**config.mk**
```make
export PLATFORM = sky130hd
export DESIGN_NAME = spi_initiator_core
export DESIGN_NICKNAME = d
export VERILOG_FILES = /design/src/rtl/spi_initiator_core.sv
export SDC_FILE = /design/constraint.sdc
export NUM_CORES = 1
export LEC_CHECK = 0
export ABC_AREA = 0
export CAP_MARGIN = 20
export CORE_MARGIN = 2
export CORE_UTILIZATION = 54
export DETAILED_ROUTE_END_ITERATION = 12
export GPL_TIMING_DRIVEN = 0
export HOLD_SLACK_MARGIN = 0.06
export PLACE_DENSITY_LB_ADDON = 0.12
export REMOVE_ABC_BUFFERS = 1
export SLEW_MARGIN = 20
export SYNTH_ARGS = -nofsm -noshare
export SYNTH_HDL_FRONTEND = slang
export SYNTH_SLANG_ARGS = --single-unit
```
**constraint.sdc**
```tcl
create_clock -name clk_i -period 3.55 [get_ports clk_i]
set_clock_uncertainty 0.1 [all_clocks]
set_input_delay 0.5325 -clock clk_i [delete_from_list [all_inputs] [get_ports clk_i]]
set_output_delay 0.5325 -clock clk_i [all_outputs]
set_load 0.005 [all_outputs]
```
**src/rtl/spi_initiator_core.sv**
```systemverilog
// SPI initiator: shifts valid/ready TX words out on SCK/MOSI in any CPOL/CPHA mode and
// assembles MISO into an RX word; a chip select can be held across words for bursts.
module spi_initiator_core #(
  parameter int DAT_WIDTH = 8,
  parameter int NUM_CS    = 4,
  parameter int DIV_WIDTH = 8,
  localparam int CS_W     = (NUM_CS > 1) ? $clog2(NUM_CS) : 1
) (
  input  logic                 clk_i,
  input  logic                 reset_n_i,
  input  logic [DIV_WIDTH-1:0] cfg_div_i,
  input  logic                 cfg_cpol_i,
  input  logic                 cfg_cpha_i,
  input  logic [CS_W-1:0]      cfg_cs_i,
  input  logic                 tx_valid_i,
  output logic                 tx_ready_o,
  input  logic [DAT_WIDTH-1:0] tx_data_i,
  input  logic                 tx_last_i,
  output logic                 rx_valid_o,
  output logic [DAT_WIDTH-1:0] rx_data_o,
  output logic                 busy_o,
  output logic                 sck_o,
  output logic                 mosi_o,
  input  logic                 miso_i,
  output logic [NUM_CS-1:0]    csn_o
);

  localparam int EDGE_W = $clog2(2 * DAT_WIDTH + 1);
  localparam logic [EDGE_W-1:0] LAST_EDGE = EDGE_W'(2 * DAT_WIDTH);
  localparam logic [EDGE_W-1:0] PEN_EDGE  = EDGE_W'(2 * DAT_WIDTH - 1);

  // state | meaning
  // IDLE  | ready for a word, SCK parked at CPOL
  // SETUP | one half-period lead-in after CS falls
  // XFER  | 2*DAT_WIDTH half-periods, SCK toggles at each boundary
  // HOLD  | one half-period tail, then RX word is published
  typedef enum logic [1:0] {S_IDLE, S_SETUP, S_XFER, S_HOLD} state_t;

  state_t               r_state;
  logic [DIV_WIDTH-1:0] r_div;
  logic [DIV_WIDTH-1:0] r_cnt;
  logic                 r_cpol;
  logic                 r_cpha;
  logic                 r_last;
  logic                 r_cs_held;
  logic [CS_W-1:0]      r_cs;
  logic [EDGE_W-1:0]    r_edge;
  logic [DAT_WIDTH-1:0] r_tx_sh;
  logic [DAT_WIDTH-1:0] r_rx_sh;
  logic [DAT_WIDTH-1:0] r_rx_data;
  logic                 r_sample;
  logic                 r_sck;
  logic                 r_mosi;
  logic                 r_rx_valid;
  logic                 r_tx_ready;
  logic [NUM_CS-1:0]    r_csn;

  logic [CS_W-1:0]      w_cs_sel;
  logic                 w_accept;
  logic                 w_tc;
  logic [EDGE_W-1:0]    w_edge_nxt;
  logic                 w_lead;

  assign w_cs_sel   = r_cs_held ? r_cs : cfg_cs_i;
  assign w_accept   = tx_valid_i && r_tx_ready;
  assign w_tc       = (r_cnt == '0);
  assign w_edge_nxt = r_edge + 1'b1;
  // odd-numbered toggles move SCK away from CPOL
  assign w_lead     = w_edge_nxt[0];

  always_ff @(posedge clk_i or negedge reset_n_i) begin
    if (!reset_n_i) begin
      r_state    <= S_IDLE;
      r_div      <= '0;
      r_cnt      <= '0;
      r_cpol     <= 1'b0;
      r_cpha     <= 1'b0;
      r_last     <= 1'b0;
      r_cs_held  <= 1'b0;
      r_cs       <= '0;
      r_edge     <= '0;
      r_tx_sh    <= '0;
      r_rx_sh    <= '0;
      r_rx_data  <= '0;
      r_sample   <= 1'b0;
      r_sck      <= 1'b0;
      r_mosi     <= 1'b0;
      r_rx_valid <= 1'b0;
      r_tx_ready <= 1'b0;
      r_csn      <= '1;
    end else begin
      r_rx_valid <= 1'b0;
      r_sample   <= 1'b0;
      // capture is one cycle after the sampling toggle, i.e. while SCK shows the new level
      if (r_sample) r_rx_sh <= {r_rx_sh[DAT_WIDTH-2:0], miso_i};
      case (r_state)
        S_IDLE: begin
          r_tx_ready <= 1'b1;
          if (w_accept) begin
            r_tx_ready <= 1'b0;
            r_div      <= cfg_div_i;
            r_cnt      <= cfg_div_i;
            r_cpol     <= cfg_cpol_i;
            r_cpha     <= cfg_cpha_i;
            r_last     <= tx_last_i;
            r_cs       <= w_cs_sel;
            r_csn      <= ~(NUM_CS'(1) << w_cs_sel);
            r_sck      <= cfg_cpol_i;
            r_tx_sh    <= tx_data_i;
            r_edge     <= '0;
            if (!cfg_cpha_i) r_mosi <= tx_data_i[DAT_WIDTH-1];
            r_state    <= S_SETUP;
          end
        end
        S_SETUP, S_XFER: begin
          if (!w_tc) begin
            r_cnt <= r_cnt - 1'b1;
          end else begin
            r_cnt <= r_div;
            if (r_edge == LAST_EDGE) begin
              r_state <= S_HOLD;
            end else begin
              r_state  <= S_XFER;
              r_sck    <= ~r_sck;
              r_edge   <= w_edge_nxt;
              r_sample <= w_lead ^ r_cpha;
              if (r_cpha && w_lead) begin
                r_mosi  <= r_tx_sh[DAT_WIDTH-1];
                r_tx_sh <= r_tx_sh << 1;
              end else if (!r_cpha && !w_lead && (r_edge != PEN_EDGE)) begin
                r_mosi  <= r_tx_sh[DAT_WIDTH-2];
                r_tx_sh <= r_tx_sh << 1;
              end
            end
          end
        end
        S_HOLD: begin
          if (!w_tc) begin
            r_cnt <= r_cnt - 1'b1;
          end else begin
            r_rx_valid <= 1'b1;
            r_rx_data  <= r_rx_sh;
            r_cs_held  <= !r_last;
            if (r_last) r_csn <= '1;
            r_tx_ready <= 1'b1;
            r_state    <= S_IDLE;
          end
        end
        default: r_state <= S_IDLE;
      endcase
    end
  end

  assign tx_ready_o = r_tx_ready;
  assign rx_valid_o = r_rx_valid;
  assign rx_data_o  = r_rx_data;
  assign busy_o     = (r_state != S_IDLE);
  assign sck_o      = r_sck;
  assign mosi_o     = r_mosi;
  assign csn_o      = r_csn;

endmodule

```
## After elaboration in Yosys (flattened, before gate mapping)

Cells that the tools add are included.

| word-level totals | value |
|---|---|
| bits in registers | 61 |
| input bits | 25 |
| output and inout port bits | 17 |

| operators by class | value |
|---|---|
| $add $sub $neg | 2 |
| equality and inequality tests | 13 |
| shift-type cells | 1 |
| muxes and demuxes | 43 |
| bitwise gates (word level) | 3 |
| reduce and logical (&&, ||, !) cells | 22 |

Operators with widths:

| cell | count |
|---|---|
| 8-bit 2-to-1 mux | 8 |
| 8-bit one-hot mux with 3 select lines | 1 |
| 1-bit 2-to-1 mux | 17 |
| 8-bit one-hot mux with 2 select lines | 1 |
| 5-bit 2-to-1 mux | 3 |
| 2-bit != test, second input constant | 7 |
| 4-bit 2-to-1 mux | 3 |
| 5-bit one-hot mux with 2 select lines | 1 |
| 8-bit zero test | 1 |
| 2-bit 2-to-1 mux | 4 |
| 4-bit one-hot mux with 2 select lines | 1 |
| 2-bit AND reduction | 4 |
| 4-bit AND reduction | 2 |
| 8-bit by 1-bit subtractor with 8-bit output, second input constant | 1 |
| 1-bit one-hot mux with 2 select lines | 3 |
| 2-bit one-hot mux with 3 select lines | 1 |
| 6-bit AND reduction | 1 |
| 2-bit nonzero test | 3 |
| 5-bit by 1-bit adder with 5-bit output, second input constant | 1 |
| 5-bit equality test, second input constant | 1 |
| 5-bit by 4-bit != test with 1-bit output, second input constant | 1 |
| 5-bit AND reduction | 1 |
| 2-bit equality test, second input constant | 2 |
| 1-bit logical AND | 4 |
| other kinds (10) | 12 |

## Logic depth before layout (Yosys ltp)

Gate-level depths: netlist of the first run.

| depth | value |
|---|---|
| depth after elaboration | 9 |
| mapped depth | 8 |
| depth with buffers taken out | 7 |

## Worst setup path before layout of the first run

Ideal clock, no wire load.

| timing | value |
|---|---|
| path type | reg2reg |
| start | register r_state[0] |
| end | register r_mosi (netlist: mosi_o) |
| arrival | 2000 ps |
| data required time | 3325 ps |
| slack | 1326 ps |
| cell stages (with the launch flop) | 8 |
| buffers on the path | 1 |
| cell sequence | dfrtp_1 inv_1 ha_1 clkbuf_1 and4bb_2 o2111ai_2 a221oi_1 mux2_2 |

| on the way | value |
|---|---|
| longest elaborated chain between the ends | 4 |

RTL lines:

| element | RTL line | RTL |
|---|---|---|
| start: declaration | 39 | `state_t r_state;` |
| start signal: assignment | 73 | `r_state <= S_IDLE;` |
| start signal: assignment | 112 | `r_state <= S_SETUP;` |
| start signal: assignment | 121 | `r_state <= S_HOLD;` |
| 2-bit by 1-bit equality test with 1-bit output / 2-bit equality test (equally long branches) | 96 | `case (r_state)` |
| 2-bit OR reduction | 96 |  |
| 3-bit != test (no line) (tied with other cells) | -- |  |
| 6-bit AND reduction (no line) | -- |  |
| end signal: assignment | 111 | `if (!cfg_cpha_i) r_mosi <= tx_data_i[DAT_WIDTH-1];` |
| end signal: assignment | 128 | `r_mosi <= r_tx_sh[DAT_WIDTH-1];` |
| end signal: assignment | 131 | `r_mosi <= r_tx_sh[DAT_WIDTH-2];` |
| end: declaration | 53 | `logic r_mosi;` |

Several ways; a longest one is shown, not always the timed one.
A chain may end at the register's enable or synchronous reset.

## Final worst setup path of the first run

| timing | value |
|---|---|
| start | register r_state[0] |
| end | output busy_o |

| on the way | value |
|---|---|
| longest elaborated chain between the ends | 1 |

RTL lines:

| element | RTL line | RTL |
|---|---|---|
| 2-bit nonzero test | 157 | `assign busy_o = (r_state != S_IDLE);` |
| end: declaration | 21 | `output logic busy_o,` |

No other way between the ends.

==> results.py, run 1 <==
metrics = {
    "grt": {
        "grt_use_total_pct": 21.9,
        "grt_max_degree": 39,
        "antenna_found_initial": 0,
        "grt_overflow_total": 0,
        "grt_pass1_vias": 2311,
        "grt_pass1_wl_um": 10800,
    },
    "critical_path": {
        "start_kind": "flop",
        "endpoint_kind": "primary output",
        "crit_arrival_ns": 2.23,
        "crit_buf_inv": 3,
        "path_common_cell": "inv_1",
        "required_ns": 2.92,
        "cp_cell_sequence": "inv_1, ha_1, inv_1, clkdlybuf4s50_1",
        "critical_path.top_delay_family": "buffers and inverters",
        "path_max_fanout": 21,
        "crit_slowest_cell": "ha_1",
        "path_class": "flop to primary output",
        "max_stage_delay_ns": 0.64,
    },
    "placement": {
        "globalplace.congestion": 0.804,
        "dp_hpwl_um": 4320,
        "numPortBuffers": 41,
    },
    "sta": {
        "grt_setup_unrepaired": "false",
        "timing.final.crit_share_pct": 80.7,
        "setup-violations-final": 0,
        "hold_violations": 0,
        "drv_slew": 0,
        "finalSetupTns_ns": 0,
        "fmax_ghz": 0.349,
        "worst_pin_slew_ns": 1.06,
        "period_minus_slack_ns": 2.86,
        "slew_headroom_pct": 28.7,
        "whs_ns": 0.399,
    },
    "synthesis": {
        "yosys-top-cells-area": "dfrtp_1 45%, mux2_2 16%, ha_1 3.5%",
        "synth_top_area_share_pct": 44.9,
        "syn_area_um2": 3170,
        "synthArstFlopShare_pct": 100,
        "synth-main-ff-cell": "dfrtp_1",
        "yosys_warnings": 0,
        "ys_types": 50,
        "syn_inst": 278,
        "synth_area_leader_cell": "dfrtp_1",
        "synth_seq_cells": 61,
        "ys_seq_area_share_pct": 48.2,
        "synth_edf_count": 0,
        "syn_avg_cell_area_um2": 11.4,
    },
    "die": {
        "die_w_um": 80.7,
        "ios": 42,
        "core_um2": 5610,
        "start_util_pct": 56.6,
        "die_h_um": 80.7,
        "placementRows": 27,
        "die-area_um2": 6510,
    },
    "route": {
        "drc": 0,
        "dr_total_vias": 2375,
        "wirelength_um": 6190,
        "wire_per_inst_um": 15.6,
        "drtPass1Iterations": 5,
        "antenna_left": 0,
        "drt-initial-drc-count": 160,
        "vias_per_cell": 6.00,
    },
    "cts": {
        "cts_buffers": 9,
        "cts_max_level": 3,
        "post_cts_buffers": 0,
        "cts.sinks": 61,
        "path_clk_slew_ns": 0.07,
        "cts_tree": "yes",
        "cts_resized": 0,
        "cts_root_buffer": "clkbuf_8",
        "insertion_delay_ns": 0.34,
        "cts.path.max_buffers": 2,
        "ctsHoldBuffers": 1,
    },
    "power": {
        "leakagePower_uw": 0.00164,
        "ir_worst_vdd_mv": 0.542,
        "powerDensity_nw_per_um2": 843,
    },
    "layout": {
        "multi_input_area_um2": 1540,
        "fillers": 451,
        "seq_area_um2": 1530,
        "areaGrowthSynthToFinish_pct": 20.7,
        "n_antenna_cell": 0,
        "drive_above_1_share_pct": 24.7,
        "fin_nets": 353,
    },
    "status": {
        "status": "complete, no violations",
    },
    "flow_run": {
        "drv_cap": 0,
    },
    "min_path": {
        "hold_path.class": "flop to flop",
    },
}
[flip-flops by register name, summed over array words and instances, names as in the netlist]
signal	flops
r_cnt	8
r_div	8
r_rx_sh	8
r_tx_sh	8
rx_data_o	8
r_edge	5
csn_o	4
r_cs	2
r_state	2
mosi_o	1
r_cpha	1
r_cs_held	1
r_last	1
r_sample	1
rx_valid_o	1
sck_o	1
tx_ready_o	1
[area by class of cell]
cell class              count  share of cell area [%]
well taps                  72                    2.35
flip-flops and latches     61                    40.0
inverters                  14                    1.37
clock inverters             7                    1.53
repair buffers             43                    11.4
multi-input cells         190                    40.1
clock buffers               9                    3.23
[stage by stage]
step	cell area (µm²)	utilization (%)	setup slack (ns)	total power [µW]	std cells
finish	3830	68.3	0.685	3230	396
CTS	3830	68.3	0.281	3250	396
global placement	3620	64.5	-0.125	2610	378
global route	3830	68.3	0.441	3490	396
floorplan	3120	-	1.09	2250	265
detailed placement	3640	64.8	0.318	2670	379
[cell usage after synthesis, drive strengths merged (4+ instances only)]
master	n
nor2	7
clkbuf	11
nor2b	4
nand2	13
dfrtp	57
mux2i	5
nor3	5
a32o	4
nand2b	7
mux2	46
nor4	4
dfstp	4
nand3	10
inv	14
o21ai	20
a21oi	11
a221oi	4
ha	9
[cells in the final DEF, fill, tap and decap left out, drive strengths merged, types with 7 or more instances in the layout]
cell type / netlist / layout
nor2: 7 / 7
dfrtp: 57 / 57
a21oi: 11 / 11
inv: 14 / 16
nand3: 10 / 10
mux2: 46 / 46
clkdlybuf4s50: 0 / 40
nand2: 13 / 13
clkbuf: 11 / 9
nand2b: 7 / 7
ha: 9 / 9
o21ai: 20 / 20
[layer usage]
layer / global-route usage (%) / vias up / wire, µm
li1: - / 1124 / -
met1: 29.8 / 1174 / 2980
met2: 32.5 / 64 / 2790
met3: 5.06 / 13 / 285
met4: 11.2 / 0 / 141
met5: 0 / - / 0
[cell families (layout without fill, tap and decap cells)]
| logic type | Yosys count | count (layout) | share of synthesized area [%] |
|---|---|---|---|
| flops | 61 | 61 | 48.2 |
| simple gates | 65 | 65 | 12.5 |
| mux | 51 | 51 | 17.9 |
| compound gates | 65 | 65 | 14.3 |
| fa+ha+maj | 9 | 9 | 3.55 |
| buf+inv | 27 | 73 | 3.43 |
[final timing paths]
check	from	to	slack, ns	cells after the start
worst max-delay path	r_state[0]$_DFFE_PN0P_	busy_o	0.69	4
worst min-delay path	r_cs[0]$_DFFE_PN0P_	r_cs[0]$_DFFE_PN0P_	0.40	2
worst max register to register	r_state[0]$_DFFE_PN0P_	r_cnt[3]$_DFFE_PN0P_	0.71	5
worst min register to register	r_cs[0]$_DFFE_PN0P_	r_cs[0]$_DFFE_PN0P_	0.40	2
max in group asynchronous	reset_n_i	r_div[0]$_DFFE_PN0P_	2.33	3
min in group asynchronous	reset_n_i	rx_data_o[3]$_DFFE_PN0P_	0.52	2
[worst reg2reg max path, delay by kind of cell, from the launching register on]
| family | cells | cell delay (ns) |
|---|---|---|
| AO/OA/AOI/OAI | 3 | 1.52 |
| adder cells (fa/ha/maj) | 1 | 0.64 |
| flip-flops | 1 | 0.41 |
| buffers and inverters | 1 | 0.07 |
[where the power goes]
| part | switching [µW] | internal (µW) | leakage (µW) |
|---|---|---|---|
| Combinational | 743 | 755 | 0.000789 |
| Clock | 303 | 261 | 0.0000864 |
| Sequential | 211 | 958 | 0.000768 |
(Power assumes the default switching activity.)
==> run 2: changes to the inputs <==
Settings changed: CORE_UTILIZATION 54 to 50.
Clock period 3.55 ns to 2.6 ns, I/O delays scaled along.
==> results.py, run 2 (synthesized netlist as in run 1, its figures left out) <==
metrics = {
    "critical_path": {
        "path_max_fanout": 9,
        "crit_start": "r_cnt[0]$_DFFE_PN0P_",
        "crit_slowest_cell": "nor3b_2",
        "endpoint_kind": "flop",
        "worstReg2RegStart": "r_cnt[0]$_DFFE_PN0P_",
        "cp_cell_sequence": "inv_1, ha_1, nor3b_2, nand3_1, mux2_2",
        "required_ns": 2.72,
        "start_kind": "flop",
        "critical_path.top_delay_family": "simple AND/OR/NAND/NOR gates",
        "path_class": "flop to flop",
        "crit_arrival_ns": 2.50,
        "max_stage_delay_ns": 0.54,
        "crit_buf_inv": 1,
    },
    "layout": {
        "mostFrequentLayoutCells": "57 x dfrtp_1, 46 x mux2_2, 40 x clkdlybuf4s50_1",
        "layout_commonest_cell": "dfrtp_1",
        "fin_nets": 357,
        "finalInstanceArea_um2": 3890,
        "fin_cells": 405,
        "drive_above_1_share_pct": 25.9,
        "n_antenna_cell": 0,
        "areaGrowthSynthToFinish_pct": 22.6,
        "fin_util_pct": 62.4,
    },
    "sta": {
        "timing.final.crit_share_pct": 91.6,
        "fmax_ghz": 0.420,
        "grt_setup_unrepaired": "false",
        "hold_violations": 0,
        "worst_pin_slew_ns": 0.663,
        "drv_slew": 0,
        "setup-violations-final": 0,
        "slew_headroom_pct": 55.6,
        "period_minus_slack_ns": 2.38,
    },
    "grt": {
        "grt_max_degree": 33,
        "grt_use_total_pct": 19.0,
        "grt_pass1_wl_um": 10700,
        "antenna_found_initial": 0,
        "grt_overflow_total": 0,
        "grt_pass1_vias": 2180,
    },
    "cts": {
        "cts_buffers": 9,
        "path_clk_slew_ns": 0.07,
        "cts.path.max_buffers": 2,
        "cts_max_level": 3,
        "cts.sinks": 61,
        "cts_tree": "yes",
        "insertion_delay_ns": 0.34,
        "cts_root_buffer": "clkbuf_8",
    },
    "min_path": {
        "hp-start": "r_cs[0]$_DFFE_PN0P_",
        "hold_path.class": "flop to flop",
    },
    "placement": {
        "numPortBuffers": 41,
        "placedCellCount": 384,
        "dp_hpwl_um": 4270,
        "globalplace.congestion": 0.776,
        "place_area_um2": 3640,
    },
    "route": {
        "vias_per_cell": 5.81,
        "antenna_left": 0,
        "drtPass1Iterations": 5,
        "wl_met1_um": 3010,
        "dr_total_vias": 2353,
        "drt-initial-drc-count": 108,
        "routed.top_layer": "met4",
        "met2WireLength_um": 2870,
        "drc": 0,
        "wire_per_inst_um": 15.4,
        "wirelength_um": 6250,
        "wl_met3_um": 267,
    },
    "die": {
        "ios": 42,
        "core_um2": 6240,
        "die-area_um2": 7000,
        "die_w_um": 83.7,
        "start_util_pct": 50.9,
        "placementRows": 29,
        "die_h_um": 83.7,
    },
    "flow_run": {
        "drv_cap": 0,
    },
    "power": {
        "powerDensity_nw_per_um2": 1150,
        "leakagePower_uw": 0.00166,
        "ir_worst_vdd_mv": 0.714,
    },
    "status": {
        "status": "complete, no violations",
    },
}
## run 2: cell count changes in the layout (fill, tap and decap cells not counted), moves of 2 or more
cell / previous run / this run
buf_4: 1 / 4
clkinv_2: 0 / 2
clkinv_4: 3 / 0
clkinvlp_4: 2 / 4
inv_6: 2 / 0
## run 2: path summary, 6_finish.rpt
kind / end / slack, ns / cells after the start
min: r_cs[0]$_DFFE_PN0P_ / 0.38 / 2
max reg2reg: rx_data_o[7]$_DFFE_PN0P_ / 0.22 / 5
max: rx_data_o[7]$_DFFE_PN0P_ / 0.22 / 5
min reg2reg: r_cs[0]$_DFFE_PN0P_ / 0.38 / 2
max in group asynchronous: csn_o[1]$_DFFE_PN1P_ / 1.41 / 3
min in group asynchronous: rx_data_o[2]$_DFFE_PN0P_ / 0.41 / 2
## run 2: per-stage QoR
stage               hold slack (ns)  total power, µW  setup WS, ns  TNS, ns
global placement              0.363             3580         -1.02   -66.83
global route                  0.426             4850        0.0346        0
detailed placement            0.251             3640        -0.635    -7.58
CTS                           0.387             4410        0.0282        0
floorplan                  -0.00559             3070         0.143        0
finish                        0.380             4490         0.218        0
## run 2: where the power goes
| part | total, µW | leakage (µW) | switching (µW) | internal, µW |
|---|---|---|---|---|
| registers | 1600 | 0.000768 | 289 | 1310 |
| logic | 2160 | 0.000815 | 1030 | 1130 |
| clock network | 728 | 0.0000743 | 386 | 342 |
## run 2: layout make-up
class | count | area [µm²]
timing repair buffer | 47 | 480
tap | 77 | 96.3
sequential | 61 | 1530
clock buffer | 10 | 128
multi-input combinational | 190 | 1560
inverter | 14 | 52.6
fill | 536 | 2350
clock inverter | 6 | 40.0
## run 2: worst reg2reg max path: stages, from the launching register on
cell and delay (ns):
dfrtp_1 0.40, inv_1 0.12, ha_1 0.22, nor3b_2 0.54, nand3_1 0.46, mux2_2 0.41
## run 2: routing by layer
metal | GRT usage [%] | up-vias
met3 | 3.76 | 9
met1 | 27.9 | 1166
met2 | 27.9 | 56
met4 | 7.48 | 0
li1 | - | 1122
met5 | 0 | -
## run 2: repair_timing
item,CTS,global route
hold buffers,1,0
pin swaps,1,1
setup endpoints to repair,36,21
setup buffers,0,4
gates resized for setup,4,1
endpoints found under the hold margin,29,0
==> run 3: changes to the inputs <==
Settings changed: CORE_UTILIZATION 50 to 40.
==> results.py, run 3 (synthesized netlist as in run 1, its figures left out) <==
metrics = {
    "critical_path": {
        "crit_start": "r_state[0]$_DFFE_PN0P_",
        "path_class": "flop to flop",
        "reg2reg_slack_ns": 0.22,
        "r2r_cells": 5,
        "crit_arrival_ns": 2.51,
        "required_ns": 2.73,
        "start_kind": "flop",
        "path_max_fanout": 13,
        "r2r-end": "r_cnt[3]$_DFFE_PN0P_",
        "crit_end": "r_cnt[3]$_DFFE_PN0P_",
        "worstReg2RegStart": "r_state[0]$_DFFE_PN0P_",
        "endpoint_kind": "flop",
    },
    "layout": {
        "fin_util_pct": 51.1,
        "fillers": 729,
        "drive_above_1_share_pct": 25.8,
        "fin_nets": 355,
        "layout_commonest_cell": "dfrtp_1",
        "n_antenna_cell": 0,
        "areaGrowthSynthToFinish_pct": 24.3,
        "fin_cells": 428,
        "finalInstanceArea_um2": 3950,
        "mostFrequentLayoutCells": "57 x dfrtp_1, 46 x mux2_2, 40 x clkdlybuf4s50_1",
    },
    "placement": {
        "numPortBuffers": 41,
        "place_area_um2": 3680,
        "post-place-ws_ns": -0.299,
        "dp_hpwl_um": 4490,
        "placedCellCount": 409,
        "globalplace.congestion": 0.745,
    },
    "cts": {
        "cts_max_level": 3,
        "cts_root_buffer": "clkbuf_8",
        "cts_buffers": 9,
        "cts_tree": "yes",
        "path_clk_slew_ns": 0.07,
        "insertion_delay_ns": 0.34,
        "cts.path.max_buffers": 2,
        "cts.sinks": 61,
    },
    "route": {
        "drtPass1Iterations": 4,
        "vias_per_cell": 5.45,
        "wirelength_um": 6500,
        "drt-initial-drc-count": 161,
        "antenna_left": 0,
        "wire_per_inst_um": 15.2,
        "dr_total_vias": 2332,
        "drc": 0,
    },
    "die": {
        "core_um2": 7730,
        "start_util_pct": 41.1,
        "ios": 42,
        "die_w_um": 93.1,
        "die_h_um": 93.1,
        "placementRows": 32,
        "die-area_um2": 8660,
    },
    "sta": {
        "fmax_ghz": 0.421,
        "period_minus_slack_ns": 2.38,
        "hold_violations": 0,
        "slew_headroom_pct": 56.0,
        "timing.final.crit_share_pct": 91.4,
        "worst_pin_slew_ns": 0.658,
        "setup-violations-final": 0,
        "grt_setup_unrepaired": "false",
        "fin_ws_ns": 0.223,
        "finalSetupTns_ns": 0,
        "drv_slew": 0,
    },
    "grt": {
        "grt_max_degree": 32,
        "grt_use_total_pct": 16.9,
        "grt_pass1_wl_um": 11600,
        "antenna_found_initial": 0,
        "grt_overflow_total": 0,
        "grt_pass1_vias": 2353,
    },
    "power": {
        "leakagePower_uw": 0.00167,
        "ir_worst_vdd_mv": 0.439,
        "powerDensity_nw_per_um2": 1170,
    },
    "flow_run": {
        "drv_cap": 0,
    },
    "status": {
        "status": "complete, no violations",
    },
    "min_path": {
        "hold_path.class": "flop to flop",
    },
}
[run 3: changes by cell type in the layout (fill, tap and decap cells not counted), sizes merged]
cell / previous run / this run
clkbuf: 10 / 9
buf: 6 / 4
inv: 14 / 16
clkinvlp: 4 / 1
clkinv: 2 / 3
bufinv: 0 / 1
[run 3: where the power goes]
part / switching, µW / internal [µW]
registers: 293 / 1310
clock network: 396 / 447
logic: 1040 / 1120
total: 1730 / 2880
[run 3: worst max-delay path, stage by stage (launching register included)]
cell	delay, ns
dfrtp_1	0.41
ha_1	0.38
nor4b_1	0.46
a21oi_1	0.30
a221o_1	0.36
a32o_1	0.25
[run 3: final cells by class]
| cell class | instances | area, µm² | share of cell area (%) |
|---|---|---|---|
| repair buffers | 45 | 465 | 11.8 |
| clock buffers | 9 | 124 | 3.14 |
| clock inverters | 7 | 73.8 | 1.87 |
| flip-flops and latches | 61 | 1530 | 38.8 |
| multi-input cells | 190 | 1570 | 39.8 |
| well taps | 102 | 128 | 3.24 |
| inverters | 14 | 52.6 | 1.33 |
[run 3: worst min path at each step]
| stage | from | endpoint | slack, ns | cells past startpoint |
|---|---|---|---|---|
| CTS | r_cs[0]$_DFFE_PN0P_ | r_cs[0]$_DFFE_PN0P_ | 0.40 | 2 |
| finish | r_cs[0]$_DFFE_PN0P_ | r_cs[0]$_DFFE_PN0P_ | 0.40 | 2 |
| floorplan | reset_n_i | mosi_o$_DFFE_PN0P_ | -0.006 | 0 |
| global route | r_div[6]$_DFFE_PN0P_ | r_div[6]$_DFFE_PN0P_ | 0.41 | 1 |
| detailed placement | reset_n_i | rx_data_o[3]$_DFFE_PN0P_ | 0.26 | 1 |
| global placement | r_cs[0]$_DFFE_PN0P_ | r_cs[0]$_DFFE_PN0P_ | 0.37 | 2 |
[run 3: per-layer routing]
layer | track usage, % | share of wire (%) | up-vias
met2 | 26.4 | 46 | 45
met3 | 4.19 | 4.0 | 9
met1 | 22.8 | 48 | 1160
li1 | - | - | 1118
met4 | 6.25 | 1.7 | 0
met5 | 0 | 0 | -
[run 3: stage by stage]
step / total power, µW / hold slack, ns
floorplan: 3070 / -0.00559
global placement: 3610 / 0.367
detailed placement: 3670 / 0.255
CTS: 4550 / 0.402
global route: 5000 / 0.415
finish: 4610 / 0.400
[run 3: timing repair]
item	4_1_cts	5_1_grt
gates resized for setup	2	2
setup endpoints to repair	31	23
hold endpoints to repair	30	0
setup buffers	0	2
pin swaps	1	1
hold buffers	1	0
